**src/rtl/umac_ctrl_pkg.sv**
```systemverilog
// Shared types and helpers for the bipolar stochastic MAC lane sequencer.
// Contents:
//   state_t        sequencer states
//   LEN_LOG2_DEF   default log2 of the bitstream window
//   N/CNT_W/VAL_W  window length and result widths for the default window
//   bipolar()      ones count -> signed bipolar value (2*count - 2^len_log2)
package umac_ctrl_pkg;

  typedef enum logic [2:0] {
    IDLE = 3'd0,
    LOAD = 3'd1,
    WARM = 3'd2,
    RUN  = 3'd3,
    DONE = 3'd4
  } state_t;

  localparam int LEN_LOG2_DEF = 8;
  localparam int N            = 1 << LEN_LOG2_DEF;
  localparam int CNT_W        = LEN_LOG2_DEF + 1;
  localparam int VAL_W        = LEN_LOG2_DEF + 2;

  // The count is sign-extended and doubled before N is subtracted.
  // Callers truncate the result to their own value width.
  function automatic logic signed [31:0] bipolar(input logic [31:0] count,
                                                 input int          len_log2);
    return $signed(count << 1) - $signed(32'd1 << len_log2);
  endfunction

endpackage

```
**src/rtl/ubit_acc.sv**
```systemverilog
// Window counter plus ones counter for one output bitstream.
// Ports:
//   clk, rst_n  clock, async active-low reset
//   clr         restart the window and zero the ones count
//   en          window cycle active; sbit is counted when en=1
//   sbit        bitstream sample
//   count       ones counted so far in the window (LEN_LOG2+1 bits)
//   last        high in the final cycle of the window (en=1 and window expired)
module ubit_acc #(
  parameter int LEN_LOG2 = 8
) (
  input  logic                clk,
  input  logic                rst_n,
  input  logic                clr,
  input  logic                en,
  input  logic                sbit,
  output logic [LEN_LOG2:0]   count,
  output logic                last
);

  // Down-counter loaded with N-1; the terminal count marks the window end.
  logic [LEN_LOG2-1:0] win;

  always_ff @(posedge clk or negedge rst_n) begin
    if (!rst_n) begin
      win   <= '1;
      count <= '0;
    end else if (clr) begin
      win   <= '1;
      count <= '0;
    end else if (en) begin
      win   <= win - 1'b1;
      count <= count + {{LEN_LOG2{1'b0}}, sbit};
    end
  end

  assign last = en && (win == '0);

endmodule

```
**src/rtl/umac_bi_seq_ctrl.sv**
```systemverilog
// Sequencer for one 16-input bipolar scaled stochastic MAC lane.
// Accepts a job of NIN 8-bit weights, strobes the MAC weight load, masks
// MAC_LAT warm-up cycles, counts ones on mac_oC over 2^LEN_LOG2 cycles and
// returns the count and its bipolar value through a valid/ready handshake.
// Ports:
//   cfg_valid/cfg_ready/cfg_w   job request handshake and packed weights
//   abort                       synchronous cancel of the current job
//   mac_loadB/mac_iB/mac_run    MAC lane control and latched weights
//   mac_oC                      MAC output bitstream
//   res_valid/res_ready         result handshake
//   res_count/res_value         ones count and signed value 2*count - N
//   busy                        job in progress
//
// state | meaning
// IDLE  | waiting for a job, cfg_ready=1
// LOAD  | one-cycle weight-load strobe to the MAC
// WARM  | MAC_LAT cycles of pipeline fill, mac_oC ignored
// RUN   | N-cycle counting window
// DONE  | result presented until res_ready (or abort)
module umac_bi_seq_ctrl
  import umac_ctrl_pkg::*;
#(
  parameter int LEN_LOG2 = LEN_LOG2_DEF,
  parameter int MAC_LAT  = 2,
  parameter int NIN      = 16
) (
  input  logic                  clk,
  input  logic                  rst_n,
  input  logic                  cfg_valid,
  output logic                  cfg_ready,
  input  logic [NIN*8-1:0]      cfg_w,
  input  logic                  abort,
  output logic                  mac_loadB,
  output logic [NIN*8-1:0]      mac_iB,
  output logic                  mac_run,
  input  logic                  mac_oC,
  output logic                  res_valid,
  input  logic                  res_ready,
  output logic [LEN_LOG2:0]     res_count,
  output logic [LEN_LOG2+1:0]   res_value,
  output logic                  busy
);

  localparam int WIN_CW = LEN_LOG2 + 1;
  localparam int WIN_VW = LEN_LOG2 + 2;
  localparam logic [3:0] WARM_LD = (MAC_LAT > 0) ? 4'(MAC_LAT - 1) : 4'd0;

  state_t state, state_nxt;

  logic              accept;
  logic [3:0]        wcnt;
  logic [WIN_CW-1:0] acc_count;
  logic [WIN_CW-1:0] fin_count;
  logic              acc_last;

  assign accept = (state == IDLE) && cfg_valid;

  ubit_acc #(.LEN_LOG2(LEN_LOG2)) u_acc (
    .clk   (clk),
    .rst_n (rst_n),
    .clr   (accept),
    .en    (state == RUN),
    .sbit  (mac_oC),
    .count (acc_count),
    .last  (acc_last)
  );

  // The last window bit is still in flight in acc_last's cycle.
  assign fin_count = acc_count + {{(WIN_CW-1){1'b0}}, mac_oC};

  always_ff @(posedge clk or negedge rst_n) begin
    if (!rst_n) state <= IDLE;
    else        state <= state_nxt;
  end

  always_comb begin
    state_nxt = state;
    case (state)
      IDLE: if (cfg_valid) state_nxt = LOAD;
      LOAD: if (abort)                state_nxt = IDLE;
            else if (MAC_LAT == 0)    state_nxt = RUN;
            else                      state_nxt = WARM;
      WARM: if (abort)                state_nxt = IDLE;
            else if (wcnt == 4'd0)    state_nxt = RUN;
      RUN:  if (abort)                state_nxt = IDLE;
            else if (acc_last)        state_nxt = DONE;
      DONE: if (abort || res_ready)   state_nxt = IDLE;
      default:                        state_nxt = IDLE;
    endcase
  end

  always_comb begin
    cfg_ready = 1'b0;
    mac_loadB = 1'b0;
    mac_run   = 1'b0;
    res_valid = 1'b0;
    busy      = 1'b1;
    case (state)
      IDLE: begin cfg_ready = 1'b1; busy = 1'b0; end
      LOAD: mac_loadB = 1'b1;
      WARM: mac_run   = 1'b1;
      RUN:  mac_run   = 1'b1;
      DONE: res_valid = 1'b1;
      default: busy = 1'b0;
    endcase
  end

  always_ff @(posedge clk or negedge rst_n) begin
    if (!rst_n) begin
      mac_iB    <= '0;
      wcnt      <= '0;
      res_count <= '0;
      res_value <= '0;
    end else begin
      if (accept) mac_iB <= cfg_w;
      if (state == LOAD)                   wcnt <= WARM_LD;
      else if (state == WARM && wcnt != 0) wcnt <= wcnt - 4'd1;
      if (state == RUN && acc_last && !abort) begin
        res_count <= fin_count;
        res_value <= WIN_VW'(bipolar(32'(fin_count), LEN_LOG2));
      end
    end
  end

endmodule

```
**config.mk**
```make
export PLATFORM = sky130hd
export DESIGN_NAME = umac_bi_seq_ctrl
export DESIGN_NICKNAME = d
export VERILOG_FILES = /design/src/rtl/umac_ctrl_pkg.sv /design/src/rtl/ubit_acc.sv /design/src/rtl/umac_bi_seq_ctrl.sv
export SDC_FILE = /design/constraint.sdc
export NUM_CORES = 1
export LEC_CHECK = 0
export ABC_AREA = 0
export BUFFER_PORTS_ARGS = -buffer_cell sky130_fd_sc_hd__buf_4
export CAP_MARGIN = 15
export CELL_PAD_IN_SITES_DETAIL_PLACEMENT = 1
export CELL_PAD_IN_SITES_GLOBAL_PLACEMENT = 1
export CORE_MARGIN = 2
export CORE_UTILIZATION = 37
export DETAILED_ROUTE_END_ITERATION = 7
export PLACE_DENSITY = 0.9
export SLEW_MARGIN = 40
export SYNTH_ARGS = -nofsm -noshare
export SYNTH_HDL_FRONTEND = slang
export SYNTH_SLANG_ARGS = --single-unit
```
**constraint.sdc**
```tcl
create_clock -name clk -period 2.89 [get_ports clk]
set_clock_uncertainty 0.15 [all_clocks]
set_input_delay 0.289 -clock clk [delete_from_list [all_inputs] [get_ports clk]]
set_output_delay 0.289 -clock clk [all_outputs]
set_load 0.02 [all_outputs]
```
==> results, run 1 <==
- Post-CTS repair changed the size of 0 cells.
- The worst voltage drop across the vdd grid is ~0.00053 V.
- The achievable clock frequency is 448 MHz.
- Leaving out fill and tap cells, the most frequent cell in the layout is nand2_1.
- For this block, the initial DRC count from the detailed router was 300.
- The floorplan has 49 rows.
- The first global-routing pass estimated around 44000 um of wire.
- The portion of the clock cycle consumed by the worst path in the final layout is 0.772.
- Of the total power, the share spent switching nets is 0.431.
- The slack of the worst reg-to-reg path is around 670 ps.
- In this run, CTS created clock tree buffers numbering 17.
- The final setup slack of the worst path is ~660 ps.
- The internal power of the cells totals 6380 uW.
- The worst hold path class is in2reg.
- In this run the standard cell core region covers about 0.018 mm^2.
- In the synthesized netlist, the number of instances is 740.
- During I/O placement, the number of pins put on the boundary was 286.
- The worst pin sits at a relative slew slack of 0.534.
- The clock net sink count is approximately 160.
- The clock insertion delay at the later pin of the skew report is 420 ps.
- The clock tree from TritonCTS is yes.
- The clock tree root driver cell is clkbuf_16.
- The area growth from synthesis to layout is 62.3%.
- For the pin with the worst max-slew slack, the measured transition is 698 ps.
- In this run the static leakage power is 0.00581 uW.
- The vias after detailed routing is 6903.
- The longest clock path from root to sink contains 2 buffers.
- Of all nets on the critical path, the largest fanout is 13.
- After layout, the minimum clock period comes to 2230 ps.
- The HPWL after detailed placement is 15000 um.
- The flow ran to the end, and the final reports show no timing, DRC or antenna violations.
- The share of total power dissipated in combinational logic is 0.449.
- The overall fraction of global-route tracks in use is 0.295.
- The starting utilization of the core area is 0.375.
- The post-synthesis instance area is between 0.006 and 0.007 mm^2.
- The placer's final routability congestion estimate is roughly 0.76.
- The share of total power dissipated in sequential elements is 0.350.
- At the end of the flow the core is filled with cells to 0.608.
- The number of failing hold endpoints at the final stage is 0.
- The worst setup path is of the reg2out kind.
- The floorplan step defined a die boundary enclosing 0.0192 mm^2.
- The post-cts hold buffer count is 130.
- In this run the critical register-to-register path is launched from state[2].
- The iteration count of the initial detailed-routing pass is 4.
- Data arrives at the worst endpoint at ~1800 ps.
- The worst setup path is captured at an output port.
- The worst-case hold slack is 89.9 ps.
- Using the TritonRoute via totals, the vias-per-cell ratio works out to 4.99.
- The placement-stage worst setup slack is 799 ps.
- In this run the remaining antenna-violating nets after routing total 0.
- The H-tree generated during clock tree synthesis spans 4 levels.
- After clock tree synthesis, the clock-pin slew on the worst setup and hold paths is about 70 ps.
- Input and output buffers added on the ports amount to around 280.
- Yosys mapped a number of flops with a built-in enable equal to 0.
- The setup total negative slack is 0 ps.
- The net load switching power is 4840 uW.
- STA puts the critical path data required time at around 2500 ps.
- The initial antenna violation count is 4.
- The launching element of the worst setup path is state[2].
- The die extent in y is 139 um.
- Among all flip-flop cells after synthesis, the most frequent one is dfrtp_1.
- Setup repair after global routing left no endpoint under its margin.
- Overall power consumption after layout is estimated at 11200 uW.
- Entering global routing, the biggest net connects 95 pins.
- The layout has 2043 filler cells.
- The worst setup path is launched from a register.
- The post-synthesis sequential area ratio is 0.610.
- For this run, the number of Yosys warnings is 0.
- The synthesized design contains about 160 register bits.
- After detailed routing, the average wire length per cell comes to around 20 um.
- The worst hold path begins at abort.
- The number of global-route vias before repair is 7855.
- The proportion of layout cells with a drive suffix above 1 is 0.298.
- The library cells used most frequently in the layout, excluding fill and tap cells, are nand2_1 (408), buf_4 (289), dfrtp_1 (155), dlygate4sd3_1 (130), nor2_1 (18).
- Summed over all layers, the global routing overflow is 0.
- In the routed design, unresolved DRC markers number 0.
- The post-layout net count is around 1300.
- After synthesis, the netlist uses 48 different library cells.
- The number of nets in the synthesized netlist is around 900.
- Post-CTS timing repair inserted 0 buffers for setup.
- Setup violations remaining at the end of the flow were counted as 0.
- Across the run, the number of max-cap violations was 0.
- The number of pins exceeding their max-slew limit in the final report is 0.
- In this run the power density over the cells is between 1000 and 1500 mW/mm^2.
- Of the total power, the clock network draws 0.201.
- The final wirelength is 28300 um.
- For this run, asynchronously set or reset flops after synthesis account for 1.00.
- In this run the mean area of a mapped cell was 9.06 um^2.
- The die extent in x is 139 um.
[metal layers]
layer,routed length (um),global-route usage
met1,9940,0.301
met2,15100,0.545
met3,1550,0.0701
met4,1690,0.181
met5,0,0
[registers in the layout, summed over array words and instances, names as in the netlist]
signal,cells
res_value,2
u_acc.win,8
state,3
mac_iB,128
res_count,9
u_acc.count,9
wcnt,4
[synth_stat cells (4+ instances only)]
| master | instances | share of area |
|---|---|---|
| a21oi_1 | 5 | 0.0037 |
| buf_2 | 18 | 0.013 |
| buf_4 | 11 | 0.012 |
| clkbuf_1 | 15 | 0.0084 |
| dfrtp_1 | 155 | 0.58 |
| dfstp_2 | 8 | 0.031 |
| ha_1 | 6 | 0.011 |
| inv_1 | 5 | 0.0028 |
| nand2_1 | 409 | 0.23 |
| nand3_1 | 12 | 0.0090 |
| nor2_1 | 18 | 0.010 |
| o21ai_0 | 16 | 0.012 |
| o31ai_1 | 4 | 0.0045 |
| xnor2_1 | 4 | 0.0052 |
| xor2_1 | 9 | 0.012 |
[worst paths after layout]
path | to | cells past startpoint
min in group asynchronous | mac_iB[72] | 2
setup / recovery | mac_loadB | 3
max in group asynchronous | u_acc.count[8] | 3
hold reg to reg | mac_iB[76] | 2
setup reg to reg | mac_iB[24] | 5
hold / removal | state[1] | 4
[cell type report]
cell class	count	area, um^2	area share
sequential	163	4090	0.376
timing repair buffer	423	3540	0.325
multi-input combinational	526	2360	0.217
clock buffer	19	453	0.0416
tap	229	287	0.0263
clock inverter	13	126	0.0116
inverter	5	18.8	0.00172
antenna	4	10.0	0.000919
[metrics by stage]
step,std cells,area [um^2]
after detailed placement,1216,9000
after CTS,1378,10900
after global routing,1382,10900
after global placement,1216,9000
final,1382,10900
after floorplan,740,6710
[power by group through the flow]
stage	Combinational (uW)	Sequential, uW	Clock [uW]
2_1_floorplan	1510	4740	0
3_3_place_gp	4460	3770	0
3_5_place_dp	4650	3820	0
6_report	5030	3930	2250
4_1_cts	4810	3810	2280
5_1_grt	5380	4010	2370
[kinds of logic after synthesis]
logic type,after synthesis,synth area share
simple gates,466,0.282
flops,163,0.610
buf+inv,51,0.0394
compound gates,36,0.0338
xor+xnor,13,0.0170
fa+ha+maj,6,0.0112
mux,4,0.00653
other cells,1,0.000559
[worst max-delay path, stage by stage (launching register included)]
cell,delay [ps]
dfrtp_1,550
nand2b_1,250
nor2_1,350
buf_4,220
No activity file was read; power rests on OpenSTA's default activity.
==> run 2: changes to the inputs <==
- ABC_AREA: 0 -> 1
- CORE_UTILIZATION: 37 -> 38
- PLACE_DENSITY: 0.9 -> 0.85
- clock period: 2.89 -> 2.1 ns (I/O delays scaled with it)
==> run 2 against run 1 <==
Effect of this change: first-iteration DRC count down 46%; sequential cell count did not move; routed wire length shrank 2.0%; synthesized area grew 7.3%; critical endpoint is now res_count[5]; largest power group unchanged.
==> results, run 2 <==
- The flow ran to the end, and the final reports show no timing, DRC or antenna violations.
- The highest cell delay on the worst timing path is 370 ps (-180 ps).
- The placement-stage worst setup slack is 195 ps (-604 ps).
- The placer's final routability congestion estimate is 0.798 (+5.0%).
- The clock edge transition at the registers on the reported setup and hold paths came to 70 ps (about the same).
- The endpoint arrival time on the critical path came to 2020 ps (+230 ps).
- The vias after detailed routing is 5714 (-17%).
- The post-layout utilization of the core is 0.616 (+0.00812).
- The post-synthesis average cell area came to 14.2 um^2 (+57%).
- The total number of H-tree levels is 4 (unchanged).
- The end point of the most critical hold path is res_count[0].
- The most common cell in the synthesized netlist is dfrtp_1.
- The worst reg2reg path depth is 9 (+4).
- The Yosys warning count is 0 (unchanged).
- In this run the critical register-to-register path is captured at res_count[5].
- The maximum number of pins on one net before global-route repair was 47 (-51%).
- The average detailed-routed wire length per instance is 23.6 um (+15%).
- The flip-flop count of the largest register after layout is 128 (unchanged).
- The number of failing hold endpoints at the final stage is 0 (unchanged).
- The number of nets with antenna violations after detailed routing is 0 (unchanged).
- The portion of total power attributed to the clock network is 0.192 (-0.009).
- The number of synthesized flops with an enable pin is 0 (unchanged).
- The cell-internal power is 10600 uW (+66%).
- The switching power as a share of total power came to 0.388 (-0.0435).
- The net load switching power came to 6690 uW (+38%).
- The slack of the worst reg-to-reg path is 220 ps (-450 ps).
- The instance count along the most critical hold path is 4 (unchanged).
- The synthesis-to-finish area growth is 59.7%.
- The share of total power in sequential cells came to 0.326 (-0.024).
- The clock net sink count was 163 (unchanged).
- The final wirelength was 27700 um (-2.0%).
- By area the synthesized netlist is led by dfrtp_1 (54%), mux2_4 (25%), nand2_1 (3.3%).
- The startpoint type of the worst setup path is a register.
- The number of ports placed on the die boundary came to 286 (unchanged).
- The post-synthesis cell type count is 33 (-31%).
- Counting I/O delays and the setup requirement, the final critical path takes 1880 ps.
- The largest total area in the synthesized netlist belongs to dfrtp_1.
- The fraction of synthesized cell area taken by the top area cell type is 0.539 (-0.0392).
- The detailed-placement wirelength estimate is 15300 um (+2.1%).
- The die outline area was 0.0201 mm^2 (+4.3%).
- Setup repair after global routing left no endpoint under its margin.
- The number of buffers created by CTS was 17 (unchanged).
- The die extent in y is 142 um (+2.1%).
- The total grt overflow is 0 (unchanged).
- The category of the critical setup timing path is reg2reg.
- The proportion of synthesized flip-flops having asynchronous set or reset is 1.00 (unchanged).
- The starting utilization of the core area is 0.386 (+0.0113).
- The register with the highest flop count is mac_iB.
- The initial antenna violation count is 1 (-3).
- The proportion of layout cells with a drive suffix above 1 was 0.508 (+0.210).
- The post-synthesis sequential area ratio is 0.568 (-0.0413).
- The maximum fanout count along the critical path came to 17 (+4).
- The net count after synthesis is 646 (-27%).
- The worst hold path class is in2reg.
- The post-layout net count is 1068 (-16%).
- The clock tree from TritonCTS is yes.
- The wire length of the first global-routing pass is 41000 um (-6.3%).
- The iteration count of the initial detailed-routing pass is 4 (unchanged).
- The share of power burned in combinational logic was 0.482 (+0.033).
- The final setup violation count was 0 (unchanged).
- The core footprint is 0.0186 mm^2 (+4.1%).
- The startpoint of the lowest-slack register-to-register path is u_acc.win[0].
- The instance area at placement is 0.00957 mm^2 (+6.3%).
- The number of placement rows is 50 (+2.0%).
- The worst hold path begins at mac_oC.
- The worst-path cell with the longest stage delay is dfstp_2.
- The largest buffer count on any clock path is 2 (unchanged).
- The number of violations of the max-capacitance limit is 0 (unchanged).
- The average vias per placed instance is 4.86 (-2.7%).
- The critical path required time is 2240 ps (-210 ps).
- Ranked by instance count, the synthesized netlist is headed by dfrtp_1 (155), mux2_4 (120), nand2_1 (63).
- The flip-flop and latch count after synthesis is 163 (unchanged).
- The number of port buffers is 284 (unchanged).
- The top cell types in the final layout, fill and taps aside, are buf_4 (287), dfrtp_1 (155), dlygate4sd3_1 (131), mux2_4 (120), nand2_1 (63).
- The portion of the clock cycle consumed by the worst path in the final layout is 0.893.
- Counting stages on the worst path, the most repeated cell is inv_1.
- The power density normalized to cell area is 1500 mW/mm^2 (+46%).
- The signal on the critical path passes through inv_1 -> ha_1 -> nand3_1 -> nor2_1 -> inv_1 -> nor2_2 -> inv_2 -> nand2_1 -> o21ai_2.
- The number of instances in the synthesized netlist is 506 (-32%).
- The worst setup path is captured at a register.
- The clock tree root driver cell is clkbuf_16.
- The cell leakage power is 0.00585 uW (+0.63%).
- The post-synthesis instance area is 0.00720 mm^2 (+7.3%).
- The prevailing post-synth register cell is dfrtp_1.
- The most common cell after layout, fill and taps aside is buf_4.
- The total power of the final layout is 17300 uW (+54%).
- The clock insertion delay at the later pin of the skew report was 420 ps (about the same).
- The number of design rule violations left after detail routing was 0 (unchanged).
- In the final layout, the registers with the most flip-flops are mac_iB (128), res_count (9), u_acc.count (9).
- The number of pins exceeding their max-slew limit in the final report is 0 (unchanged).
- The final setup slack of the worst path was 224 ps (-434 ps).
- The number of violations reported at the end of detailed-routing iteration 0 is 162 (-46%).
- The worst voltage drop across the vdd grid came to 0.000691 V (+31%).
- Static timing analysis puts the maximum clock frequency at roughly 530 MHz.
- The overall fraction of global-route tracks in use is 0.277 (-0.0179).
- The total non-filler cell area in the finished layout is 0.0115 mm^2 (+5.5%).
- The setup total negative slack came to 0 ps (unchanged).
- The number of global-route vias before repair is 6555 (-17%).
- The die extent in x is 142 um (+2.1%).
run 2: cell types whose count changed after synthesis, sizes merged, moves of 5 or more:
cell | previous run | this run
nand2 | 409 | 65
inv | 5 | 35
nand3 | 12 | 19
clkbuf | 16 | 1
xor2 | 9 | 4
o21ai | 16 | 21
buf | 30 | 24
o22ai | 0 | 5
mux2 | 3 | 128
run 2: worst max-delay path by stage:
stage / cells past startpoint / endpoint / from / slack (ps)
after global placement: 9 / res_count[2] / u_acc.win[0] / 290
final: 9 / res_count[5] / u_acc.win[0] / 220
after floorplan: 7 / mac_iB[0] / state[1] / 440
after detailed placement: 9 / res_count[3] / u_acc.win[0] / 190
after CTS: 9 / res_count[5] / u_acc.win[0] / 180
after global routing: 9 / res_count[5] / u_acc.win[0] / 30
run 2: layout make-up:
| cell class | count | area [um^2] |
|---|---|---|
| fill | 1871 | 7150 |
| inverter | 36 | 136 |
| sequential | 163 | 4090 |
| antenna | 1 | 2.50 |
| clock buffer | 19 | 443 |
| tap | 234 | 293 |
| multi-input combinational | 282 | 2700 |
| timing repair buffer | 428 | 3660 |
| clock inverter | 13 | 166 |
run 2: timing repair:
item	4_1_cts	5_1_grt
buffers inserted	0	0
gates resized for setup	0	0
hold buffers	131	0
hold endpoints to repair	203	0
run 2: power by group through the flow:
stage	clock network [uW]	registers (uW)	logic (uW)
final	3310	5620	8320
after floorplan	0	6840	3190
after global routing	3510	5730	8690
after detailed placement	0	5430	7790
after CTS	3310	5430	8090
after global placement	0	5310	7570
run 2: metal layers:
metal | GRT usage | part of all wire | vias up
met5 | 0 | 0 | -
met4 | 0.147 | 0.051 | 0
met3 | 0.0807 | 0.060 | 74
met2 | 0.495 | 0.53 | 228
met1 | 0.296 | 0.36 | 2885
li1 | - | - | 2527
run 2: logic make-up after synthesis:
kind of cell             after synthesis  share of synthesized area
buffers and inverters                 61                     0.0581
AO/OA/AOI/OAI                         35                     0.0310
other                                  1                   0.000521
AND/OR/NAND/NOR                      107                     0.0628
adder cells (fa/ha/maj)                6                     0.0104
flip-flops                           163                      0.568
XOR/XNOR                               5                    0.00609
multiplexers                         128                      0.263
run 2: stage by stage:
step	cells	hold WS [ps]
CTS	1175	23.1
finish	1176	41.4
detailed placement	1012	46.5
global route	1176	52.5
global placement	1012	46.0
floorplan	506	-236
run 2: worst max-delay path: cells and delay by family, from the launching register on:
family | cells | cell delay, ps
AND/OR/NAND/NOR | 4 | 590
AO/OA/AOI/OAI | 1 | 60
buffers and inverters | 3 | 410
flip-flops | 1 | 370
adder cells (fa/ha/maj) | 1 | 180
